## src/rtl/wb_arbiter.sv

```systemverilog
// Register-file write-port arbiter: the in-order pipeline shares one port with a
// FIFO of multicycle results. An anti-starvation stall protects the FIFO head.
// Optional decode bypass-hit outputs are enabled by defining WB_BYPASS_EN.
module wb_arbiter #(
    parameter int DEPTH        = 2,
    parameter int STARVE_LIMIT = 8
) (
    input  logic        clk,
    input  logic        reset,
    input  logic        pipe_we,
    input  logic [4:0]  pipe_rd,
    input  logic [31:0] pipe_wd,
    input  logic        mc_valid,
    output logic        mc_ready,
    input  logic [4:0]  mc_rd,
    input  logic [31:0] mc_wd,
    output logic        we3,
    output logic [4:0]  a3,
    output logic [31:0] wd3,
    output logic        stall,
    output logic [31:0] pend_mask
`ifdef WB_BYPASS_EN
    ,
    input  logic [4:0]  byp_a1,
    input  logic [4:0]  byp_a2,
    output logic        byp_hit1,
    output logic        byp_hit2
`endif
);

    localparam int PW = (DEPTH > 1) ? $clog2(DEPTH) : 1;
    localparam int CW = $clog2(DEPTH + 1);
    localparam int AW = $clog2(STARVE_LIMIT + 1);
    localparam logic [CW-1:0] DEPTH_C = CW'(DEPTH);
    localparam logic [AW-1:0] LIMIT_C = AW'(STARVE_LIMIT);

    logic [4:0]    fifo_rd_q [DEPTH];
    logic [31:0]   fifo_wd_q [DEPTH];
    logic [PW-1:0] wr_ptr_q, wr_ptr_d;
    logic [PW-1:0] rd_ptr_q, rd_ptr_d;
    logic [CW-1:0] count_q, count_d;
    logic [AW-1:0] age_q, age_d;

    logic             fifo_ne_s;
    logic             push_s;
    logic             pop_s;
    logic             pipe_wr_s;
    logic [DEPTH-1:0] ent_valid_s;

    assign fifo_ne_s = (count_q != {CW{1'b0}});
    assign mc_ready  = (count_q != DEPTH_C);
    // Writes to x0 still complete the handshake but never occupy a slot.
    assign push_s    = mc_valid && mc_ready && (mc_rd != 5'd0);
    assign pipe_wr_s = pipe_we && (pipe_rd != 5'd0);
    assign stall     = fifo_ne_s && (age_q == LIMIT_C);

    // Port arbitration: pipeline first unless the FIFO head has starved.
    always_comb begin
        we3   = 1'b0;
        a3    = 5'd0;
        wd3   = 32'd0;
        pop_s = 1'b0;
        if (!reset) begin
            we3   = 1'b0;
            pop_s = 1'b0;
        end else if (!stall && pipe_wr_s) begin
            we3 = 1'b1;
            a3  = pipe_rd;
            wd3 = pipe_wd;
        end else if (fifo_ne_s) begin
            we3   = 1'b1;
            a3    = fifo_rd_q[rd_ptr_q];
            wd3   = fifo_wd_q[rd_ptr_q];
            pop_s = 1'b1;
        end else begin
            we3 = 1'b0;
        end
    end

    // Next-state for pointers, occupancy and head age.
    always_comb begin
        wr_ptr_d = wr_ptr_q;
        rd_ptr_d = rd_ptr_q;
        count_d  = count_q;
        age_d    = age_q;
        if (push_s) begin
            wr_ptr_d = wr_ptr_q + PW'(1);
        end else begin
            wr_ptr_d = wr_ptr_q;
        end
        if (pop_s) begin
            rd_ptr_d = rd_ptr_q + PW'(1);
        end else begin
            rd_ptr_d = rd_ptr_q;
        end
        case ({push_s, pop_s})
            2'b10:   count_d = count_q + CW'(1);
            2'b01:   count_d = count_q - CW'(1);
            default: count_d = count_q;
        endcase
        if (!fifo_ne_s || pop_s) begin
            age_d = {AW{1'b0}};
        end else if (age_q != LIMIT_C) begin
            age_d = age_q + AW'(1);
        end else begin
            age_d = age_q;
        end
    end

    // Control state register.
    always_ff @(posedge clk or negedge reset) begin
        if (!reset) begin
            wr_ptr_q <= {PW{1'b0}};
            rd_ptr_q <= {PW{1'b0}};
            count_q  <= {CW{1'b0}};
            age_q    <= {AW{1'b0}};
        end else begin
            wr_ptr_q <= wr_ptr_d;
            rd_ptr_q <= rd_ptr_d;
            count_q  <= count_d;
            age_q    <= age_d;
        end
    end

    // Entry storage carries no reset; occupancy alone defines validity.
    always_ff @(posedge clk) begin
        if (push_s) begin
            fifo_rd_q[wr_ptr_q] <= mc_rd;
            fifo_wd_q[wr_ptr_q] <= mc_wd;
        end
    end

    for (genvar g = 0; g < DEPTH; g++) begin : g_valid
        assign ent_valid_s[g] = ({1'b0, PW'(g) - rd_ptr_q} < count_q);
    end

    // Pending-write mask over occupied slots, so duplicates hold their bit.
    always_comb begin
        pend_mask = 32'd0;
        for (int i = 0; i < DEPTH; i++) begin
            if (ent_valid_s[i]) begin
                pend_mask = pend_mask | (32'd1 << fifo_rd_q[i]);
            end else begin
                pend_mask = pend_mask;
            end
        end
    end

`ifdef WB_BYPASS_EN
    assign byp_hit1 = we3 && (a3 != 5'd0) && (a3 == byp_a1);
    assign byp_hit2 = we3 && (a3 != 5'd0) && (a3 == byp_a2);
`endif

endmodule

```

## config.mk

```make
export PLATFORM = sky130hd
export DESIGN_NAME = wb_arbiter
export DESIGN_NICKNAME = d
export VERILOG_FILES = /design/src/rtl/wb_arbiter.sv
export SDC_FILE = /design/constraint.sdc
export NUM_CORES = 1
export LEC_CHECK = 0
export ABC_AREA = 1
export BUFFER_PORTS_ARGS = -buffer_cell sky130_fd_sc_hd__buf_2
export CORE_ASPECT_RATIO = 0.8
export CORE_MARGIN = 1.5
export CORE_UTILIZATION = 50
export DETAILED_ROUTE_END_ITERATION = 8
export PLACE_DENSITY_LB_ADDON = 0.2
export REMOVE_ABC_BUFFERS = 1
export SLEW_MARGIN = 20
export SYNTH_ARGS = -nofsm -noshare
export SYNTH_HDL_FRONTEND = slang
export SYNTH_SLANG_ARGS = --single-unit
```

## constraint.sdc

```tcl
create_clock -name clk -period 3.05 [get_ports clk]
set_input_delay 0.305 -clock clk [delete_from_list [all_inputs] [get_ports clk]]
set_output_delay 0.305 -clock clk [all_outputs]
set_load 0.03 [all_outputs]
```

After elaboration in Yosys (flattened, before gate mapping):

Memory sizes are Yosys's and may differ from the RTL's.
Cells that the tools add are included.

* flip-flop bits (word level): 8
* RAM bits: 74
* memories kept: 2
* input bits: 78
* word-level logic and storage cells: 54

* add/subtract/negate cells: 7
* bitwise operators: 1
* muxes and demuxes: 18
* reduce and logical (&&, ||, !) cells: 13
* equality and inequality tests: 5
* shift operators: 2
* magnitude comparators: 2

Memory list
* fifo_wd_q: words 2, bits a word 32, rd ports 1, clocked after Yosys merged registers in 0, wr ports 1, RTL line 38 `logic [31:0] fifo_wd_q [DEPTH];`
* fifo_rd_q: words 2, bits a word 5, rd ports 3, clocked after Yosys merged registers in 0, wr ports 1, RTL line 37 `logic [4:0] fifo_rd_q [DEPTH];`

Operator list (number)
* 2-to-1 mux 32 bit: 5
* left shift 1 x 5 -> 32 bit (first input constant): 2
* OR 32 bit: 1
* 2-to-1 mux 5 bit: 3
* nonzero test 5 bit: 2
* 2-to-1 mux 4 bit: 2
* 2-to-1 mux 1 bit: 7
* nonzero test 2 bit: 3
* logical AND 1 bit: 5
* adder 4 x 1 -> 4 bit (second input constant): 1
* equality test 4 bit (second input constant): 1
* < comparator 1 x 2 -> 1 bit: 2
* inequality test 4 bit (second input constant): 1
* one-hot mux 2 bit (2 select lines): 1
* adder 1 bit (second input constant): 2
* adder 2 x 1 -> 2 bit (second input constant): 1
* equality test 2 x 1 -> 1 bit (second input constant): 1
* equality test 2 bit (second input constant): 1
* zero test 1 bit: 2
* inequality test 2 bit (second input constant): 1
* subtractor 1 bit (first input constant): 2
* subtractor 2 x 1 -> 2 bit (second input constant): 1
* logical OR 1 bit: 1

Longest topological paths before layout:

Gate-level depths: netlist of run 1.

* depth in word-level cells: 8
* depth in mapped cells: 13
* mapped depth without buffers: 12

Least setup slack after synthesis of run 1:

OpenSTA, ideal clock, no wires.

* path kind: reg-to-reg
* from: reg count_q[0]
* to: mem fifo_rd_q[0][0] (enable)
* setup slack: 83 ps
* arrival time: 2535 ps
* cell stages (with the launch flop): 5
* buffers on the path: 0
* library setup time: 431 ps
* path through: dfrtp_1 > inv_1 > nand2_1 > nand3_1 > nor2_1

* longest elaborated chain between the ends: 5

Ends and longest elaborated chain
* start, declared: RTL line 41 `logic [CW-1:0] count_q, count_d;`
* start signal, assigned: RTL line 115 `count_q <= {CW{1'b0}};`
* start signal, assigned: RTL line 120 `count_q <= count_d;`
* inequality test 2 bit: RTL line 51 `assign mc_ready = (count_q != DEPTH_C);`
* via mc_ready: RTL line 14 `output logic mc_ready,`
* logical AND 1 bit (2 in a row): RTL line 53 `assign push_s = mc_valid && mc_ready && (mc_rd != 5'd0);`
* 2-to-1 mux 1 bit: RTL line 127 `if (push_s) begin`
* 2-to-1 mux 1 bit (not written as such): RTL line 128 `fifo_rd_q[wr_ptr_q] <= mc_rd;`
* end, declared: RTL line 37

The timed path passes the listed nets, and every way through them passes these cells.

Worst setup path after layout of run 1:

* from: reg age_q[0]
* to: out a3[1]

* longest elaborated chain between the ends: 6

Ends and longest elaborated chain
* start, declared: RTL line 42 `logic [AW-1:0] age_q, age_d;`
* start signal, assigned: RTL line 116 `age_q <= {AW{1'b0}};`
* start signal, assigned: RTL line 121 `age_q <= age_d;`
* equality test 4 bit: RTL line 55 `assign stall = fifo_ne_s && (age_q == LIMIT_C);`
* logical AND 1 bit: RTL line 55
* zero test 1 bit: RTL line 66 `end else if (!stall && pipe_wr_s) begin`
* logical AND 1 bit: RTL line 66
* 2-to-1 mux 5 bit: RTL line 66
* 2-to-1 mux 5 bit: RTL line 63 `if (!reset) begin`
* end, declared: RTL line 18 `output logic [4:0] a3,`

No other way between the ends.

==> results of run 1 <==
layout make-up:
cell class | instances | share of cell area (%)
Sequential cell | 82 | 45.07
Multi-Input combinational cell | 332 | 28.63
Timing Repair Buffer | 155 | 15.22
Inverter | 58 | 4.074
Tap cell | 108 | 2.514
Clock buffer | 10 | 2.374
Clock inverter | 6 | 2.118
per-layer routing:
metal  vias up  GRT usage [%]  wire length, microns
met1      1725          28.73                  4439
met2       152          40.82                  4964
li1       1909              -                     -
met3        16          6.991                   674
met5         -              0                     0
met4         0          5.528                   134
final timing paths:
| path | depth (start not counted) | slack [ns] | end | start |
|---|---|---|---|---|
| worst max-delay path | 12 | 0.30 | a3[1] | age_q[0] |
| worst min-delay path | 1 | 0.14 | fifo_wd_q[1][18] | mc_wd[18] |
| worst max register to register | 12 | 0.66 | count_q[1] | age_q[0] |
| worst min register to register | 2 | 0.56 | age_q[0] | age_q[0] |
| max in group asynchronous | 2 | 2.49 | wr_ptr_q | reset |
| min in group asynchronous | 2 | 0.35 | age_q[0] | reset |
critical path, delay by kind of cell (launching register included):
| kind | cells | cell delay, ns |
|---|---|---|
| AND/OR/NAND/NOR | 6 | 0.57 |
| flip-flops | 1 | 0.41 |
| adder cells (fa/ha/maj) | 1 | 0.15 |
| buffers and inverters | 4 | 0.87 |
| AO/OA/AOI/OAI | 1 | 0.07 |
metrics by stage:
step | worst slack, ns | util (%) | hold WS [ns] | cells | area (sq um)
6_report | 0.2957 | 66.13 | 0.1351 | 751 | 5375
5_1_grt | 0.06292 | 66.13 | 0.1164 | 751 | 5375
4_1_cts | 0.1586 | 66.12 | 0.1193 | 751 | 5374
3_5_place_dp | 0.5550 | 63.02 | 0.1953 | 734 | 5122
3_3_place_gp | 0.6457 | 63.02 | 0.1890 | 734 | 5122
2_1_floorplan | 0.08339 | - | 0.009409 | 472 | 4164
report_power, final:
group          internal (mW)  switching, mW  total, mW
sequential              1.53          0.129       1.66
clock                  0.547          0.393      0.940
combinational          0.472           1.24       1.71
flip-flops by register name, summed over array words and instances, names as in the netlist:
register	cells
fifo_wd_q	64
fifo_rd_q	10
age_q	4
count_q	2
rd_ptr_q	1
wr_ptr_q	1
layout by cell type, fill, tap and decap left out:
| master | Yosys | layout |
|---|---|---|
| a21oi_1 | 3 | 3 |
| buf_12 | 0 | 2 |
| buf_2 | 5 | 149 |
| buf_4 | 0 | 3 |
| bufinv_16 | 0 | 3 |
| clkbuf_1 | 14 | 1 |
| clkbuf_8 | 0 | 9 |
| clkinv_1 | 3 | 3 |
| clkinv_2 | 0 | 1 |
| clkinvlp_4 | 0 | 2 |
| dfrtp_1 | 8 | 8 |
| dlygate4sd3_1 | 0 | 1 |
| edfxtp_1 | 74 | 74 |
| ha_1 | 3 | 3 |
| inv_1 | 52 | 52 |
| inv_2 | 3 | 2 |
| inv_6 | 0 | 1 |
| nand2_1 | 181 | 181 |
| nand2_2 | 1 | 1 |
| nand2_4 | 2 | 2 |
| nand3_1 | 12 | 12 |
| nand3_4 | 1 | 1 |
| nand4_1 | 13 | 13 |
| nand4_4 | 1 | 1 |
| nor2_1 | 23 | 21 |
| nor2_2 | 3 | 3 |
| nor2_4 | 0 | 2 |
| nor3_1 | 4 | 4 |
| nor4_1 | 2 | 2 |
| o21ai_0 | 55 | 55 |
| o21ai_1 | 20 | 20 |
| o21ai_2 | 2 | 2 |
| xnor2_1 | 2 | 2 |
| xor2_1 | 4 | 4 |
kinds of logic (layout without fill, tap and decap cells):
| family | Yosys count | in the layout | synth area share [%] |
|---|---|---|---|
| DFF | 82 | 82 | 56.66 |
| and+or+nand+nor | 243 | 243 | 24.00 |
| adders and majority gates | 3 | 3 | 0.8781 |
| xor gates and xnor gates | 6 | 6 | 1.229 |
| AOI/OAI and AO/OA | 80 | 80 | 9.541 |
| buffers and inverters | 80 | 229 | 7.697 |
timing repair:
item,4_1_cts,5_1_grt
hold buffers,1,0
gates resized for setup,0,1
hold endpoints to repair,8,0
setup endpoints to repair,0,8
==> flow_metrics.tcl, run 1 <==
set metrics [dict create \
    crit_required_ns 2.74 \
    drv_cap 0 \
    grt_pass1_vias 3619 \
    syn2layout_area_growth_pct 25.72 \
    cts.sinks 82 \
    synthArstFlopShare_pct 9.756 \
    drv_slew 0 \
    worstSkewPairLatency_ns 0.35 \
    synth.cell_area_sq_mm 0.004275 \
    hold_class "input port to register" \
    synth_edf_count 74 \
    synth_top_cell_area_share_pct 51.98 \
    dr.pass1.iters 5 \
    finalHoldViolations 0 \
    post_drt_via_cell_ratio 5.063 \
    die_w_microns 106.4 \
    totalWireLength_microns 10210 \
    clockBufferDepth 2 \
    gp_congestion 0.8588 \
    synth_ff_type "edfxtp_1" \
    numCtsBuffers 9 \
    p_leak_nw 2.546 \
    cts_setup_buffers 0 \
    report.power.total_mw 4.312 \
    portBuffers 149 \
    yosysMostFrequentCell "nand2_1" \
    regArea_sq_mm 0.002422 \
    vias 3802 \
    relSlewSlack_pct 58.59 \
    worst_slew_pin_slew_ns 0.6205 \
    ys_seq_elements 82 \
    cts_tree "built" \
    antenna_found_initial 0 \
    grt_pass1_wl_microns 16560 \
    root_buffer "clkbuf_8" \
    ctsHtreeMaxLevel 3 \
    die_y_microns 85.71 \
    period_needed_ns 2.754 \
    p_per_area_mw_per_mm2 802.1 \
    crit_path_start_kind "register" \
    cp-end-kind "output pin" \
    die_area_sq_mm 0.009118 \
    grt.overflow.total 0 \
    ant_nets 0 \
    path_cells "inv_1 -> ha_1 -> nand2_1 -> nor2_1 -> nand2_4 -> nand3_4 -> nand2_4 -> clkinv_2 -> buf_4 -> nand2_1 -> o21ai_0 -> buf_2" \
    initial_core_util_pct 52.60 \
    drive_gt1_share_pct 28.62 \
    drc_errors 0 \
    grt_use_total_pct 23.39 \
    rsz0062_at_grt "no" \
    slowest_stage "dfrtp_1" \
    ir_drop_v 0.0004174 \
    synth_top_cell_by_area "edfxtp_1" \
    clk_pin_slew_ns 0.09 \
    grt_max_degree 43 \
    fin_nets 719 \
    seq_area_frac_synth_pct 56.66 \
    cp_max_fo 27 \
    ys_types 26 \
    tns_ns 0 \
    skew_ns 0.009598 \
    yosys_warnings 0 \
    status "completed" \
    yosys-top-cells-count "nand2_1 (181), edfxtp_1 (74), o21ai_0 (55)" \
    core_area_sq_mm 0.008128 \
    drtIter0Drc 265 \
    num-fill-cells 681 \
    dpl.hpwl_microns 7243 \
    setup_viol 0 \
    max_freq_mhz 363.1 \
    max_stage_delay_ns 0.41 \
    num_antenna_cells 0 \
    wire_per_inst_microns 13.60 \
    synth_area_leaders "edfxtp_1 (52%), nand2_1 (16%), o21ai_0 (6.4%)" \
    critPathKind "register to output pin" \
    io_pins 150 \
    synth_area_per_cell_sq_um 8.655 \
    num_rows 29 \
    syn-instance-count 494 \
    multi_input_area_sq_mm 0.001539 \
    cp.arrival_ns 2.45 \
    finalCritPeriodShare_pct 90.31 \
]
Note: power is estimated with default switching activity, not from simulation.
==> run 2: changes to the inputs <==
REMOVE_ABC_BUFFERS = default   (was 1)
==> run 2 against run 1 <==
- clock skew down 0.00073 ns
- design area down 0.77%
- via count up 0.68%
- count of clock-buffer cells in the layout unchanged
- core utilization down 0.51 points
- combinational power about the same
- sequential cell count unchanged
- worst hold slack better by 0.0098 ns
- maximum frequency up 2.7%
- worst setup slack better by 0.073 ns
- die area unchanged
- largest power group unchanged
==> flow_metrics.tcl, run 2 (synthesis gave the netlist of run 1 again) <==
set metrics [dict create \
    holdPathStages 1 \
    clk_pin_slew_ns 0.09 \
    grt_pass1_wl_microns 16530 \
    finalHoldViolations 0 \
    grt.overflow.total 0 \
    grt_pass1_vias 3495 \
    cp.arrival_ns 2.38 \
    seqPwrFrac_pct 40.2 \
    num-fill-cells 683 \
    io_pins 150 \
    cp_max_fo 23 \
    synth_nets 575 \
    root_buffer "clkbuf_8" \
    layout_commonest_cell "nand2_1" \
    syn2layout_area_growth_pct 24.76 \
    regMostFlops "fifo_wd_q" \
    worst_slew_pin_slew_ns 0.6859 \
    vias 3828 \
    p_int_mw 2.387 \
    largestRegisters "fifo_wd_q x64, fifo_rd_q x10, age_q x4" \
    grt_max_degree 43 \
    gp_congestion 0.8769 \
    cts.sinks 82 \
    num_antenna_cells 0 \
    skew_ns 0.008866 \
    finalCritPeriodShare_pct 87.92 \
    switchingPower_mw 1.759 \
    crit_family "buffers and inverters" \
    drtIter0Drc 307 \
    critPathKind "register to output pin" \
    ctsHtreeMaxLevel 3 \
    max_stage_delay_ns 0.41 \
    num_rows 29 \
    cts_tree "built" \
    setup_viol 0 \
    cp-end-kind "output pin" \
    initial_core_util_pct 52.60 \
    clkPwrFrac_pct 18.5 \
    dr.pass1.iters 5 \
    ff2ff_path_depth 12 \
    status "completed" \
    slowest_stage "dfrtp_1" \
    path_cells "inv_1 -> ha_1 -> nand2_1 -> nor2_1 -> nand2_4 -> nand3_4 -> nand2_4 -> inv_2 -> buf_12 -> nand2_1 -> o21ai_0 -> buf_2" \
    largest_register_ffs 64 \
    drv_cap 0 \
    post_drt_via_cell_ratio 5.090 \
    post_cts_resized 0 \
    portBuffers 149 \
    die_w_microns 106.4 \
    relSlewSlack_pct 54.23 \
    hold_class "input port to register" \
    numCtsBuffers 9 \
    worstSkewPairLatency_ns 0.34 \
    drc_errors 0 \
    drv_slew 0 \
    totalWireLength_microns 10120 \
    fin_ws_ns 0.3683 \
    cp.depth 12 \
    drive_gt1_share_pct 28.57 \
    mostFrequentLayoutCells "nand2_1 (181), buf_2 (149), edfxtp_1 (74), o21ai_0 (55), inv_1 (52)" \
    comb_power_share_pct 41.3 \
    ant_nets 0 \
    crit_required_ns 2.74 \
    fin_nets 720 \
    regArea_sq_mm 0.002422 \
    crit_path_start_kind "register" \
    rsz0062_at_grt "no" \
    grt_use_total_pct 23.05 \
    period_needed_ns 2.682 \
    tns_ns 0 \
    multi_input_area_sq_mm 0.001539 \
    max_freq_mhz 372.9 \
    switching_share_pct 42.43 \
    die_y_microns 85.71 \
    wire_per_inst_microns 13.46 \
    die_area_sq_mm 0.009118 \
    p_leak_nw 2.529 \
    dp_slack_ns 0.7337 \
    antenna_found_initial 0 \
    ir_drop_v 0.0004878 \
    core_area_sq_mm 0.008128 \
    p_per_area_mw_per_mm2 777.4 \
    clockBufferDepth 2 \
    dpl.hpwl_microns 7301 \
    cp.buffers_inverters 4 \
]
-- run 2: cell count changes in the layout (fill, tap and decap cells not counted) --
cell,delta
bufinv_16,-2
clkinv_1,+1
clkinv_4,+1
buf_4,+1
clkinv_2,-1
inv_2,+1
-- run 2: repair_timing --
action,CTS,global route
endpoints found under the hold margin,8,0
hold buffers,1,0
setup endpoints to repair,0,0
setup buffers,0,0
-- run 2: final timing paths --
kind / start / end / slack (ns)
max: age_q[0] / wd3[1] / 0.37
min: mc_wd[13] / fifo_wd_q[0][13] / 0.14
max reg2reg: age_q[0] / count_q[1] / 0.80
min reg2reg: age_q[1] / age_q[1] / 0.56
max in group asynchronous: reset / count_q[0] / 2.44
min in group asynchronous: reset / age_q[3] / 0.38
-- run 2: area by class of cell --
class	count	area share [%]
Clock buffer	10	2.393
Clock inverter	6	1.243
Inverter	58	4.082
Multi-Input combinational cell	332	28.85
Sequential cell	82	45.41
Tap cell	108	2.533
Timing Repair Buffer	156	15.48
-- run 2: worst reg2reg max path, stage by stage, from the launching register on --
cell     delay [ns]
dfrtp_1        0.41
inv_1          0.10
ha_1           0.16
nand2_1        0.06
nor2_1         0.18
nand2_4        0.11
nand3_4        0.10
nand2_4        0.07
inv_2          0.25
ha_1           0.32
a21oi_1        0.12
o21ai_0        0.11
xor2_1         0.15
-- run 2: stage by stage --
step                      hold WS (ns)  util, %  std cells  instance area [sq um]  power [mW]
after floorplan               0.009409        -        494                   4275       2.900
after global placement          0.1873    63.12        735                   5130       3.362
after detailed placement        0.1991    63.12        735                   5130       3.416
after CTS                       0.1298    65.63        752                   5334       4.180
after global routing            0.1179    65.63        752                   5334       4.437
final                           0.1449    65.63        752                   5334       4.146
-- run 2: metal layers --
layer | vias to the layer above | part of all wire, % | global-route usage [%]
li1 | 1913 | - | -
met1 | 1750 | 45 | 30.78
met2 | 156 | 47 | 38.24
met3 | 9 | 7.2 | 5.927
met4 | 0 | 0.87 | 5.160
met5 | - | 0 | 0
-- run 2: power by group through the flow --
stage	combinational, mW	clock, mW	sequential, mW
2_1_floorplan	1.25	0	1.65
3_3_place_gp	1.68	0	1.68
3_5_place_dp	1.73	0	1.69
4_1_cts	1.73	0.784	1.67
5_1_grt	1.90	0.838	1.70
6_report	1.71	0.768	1.67
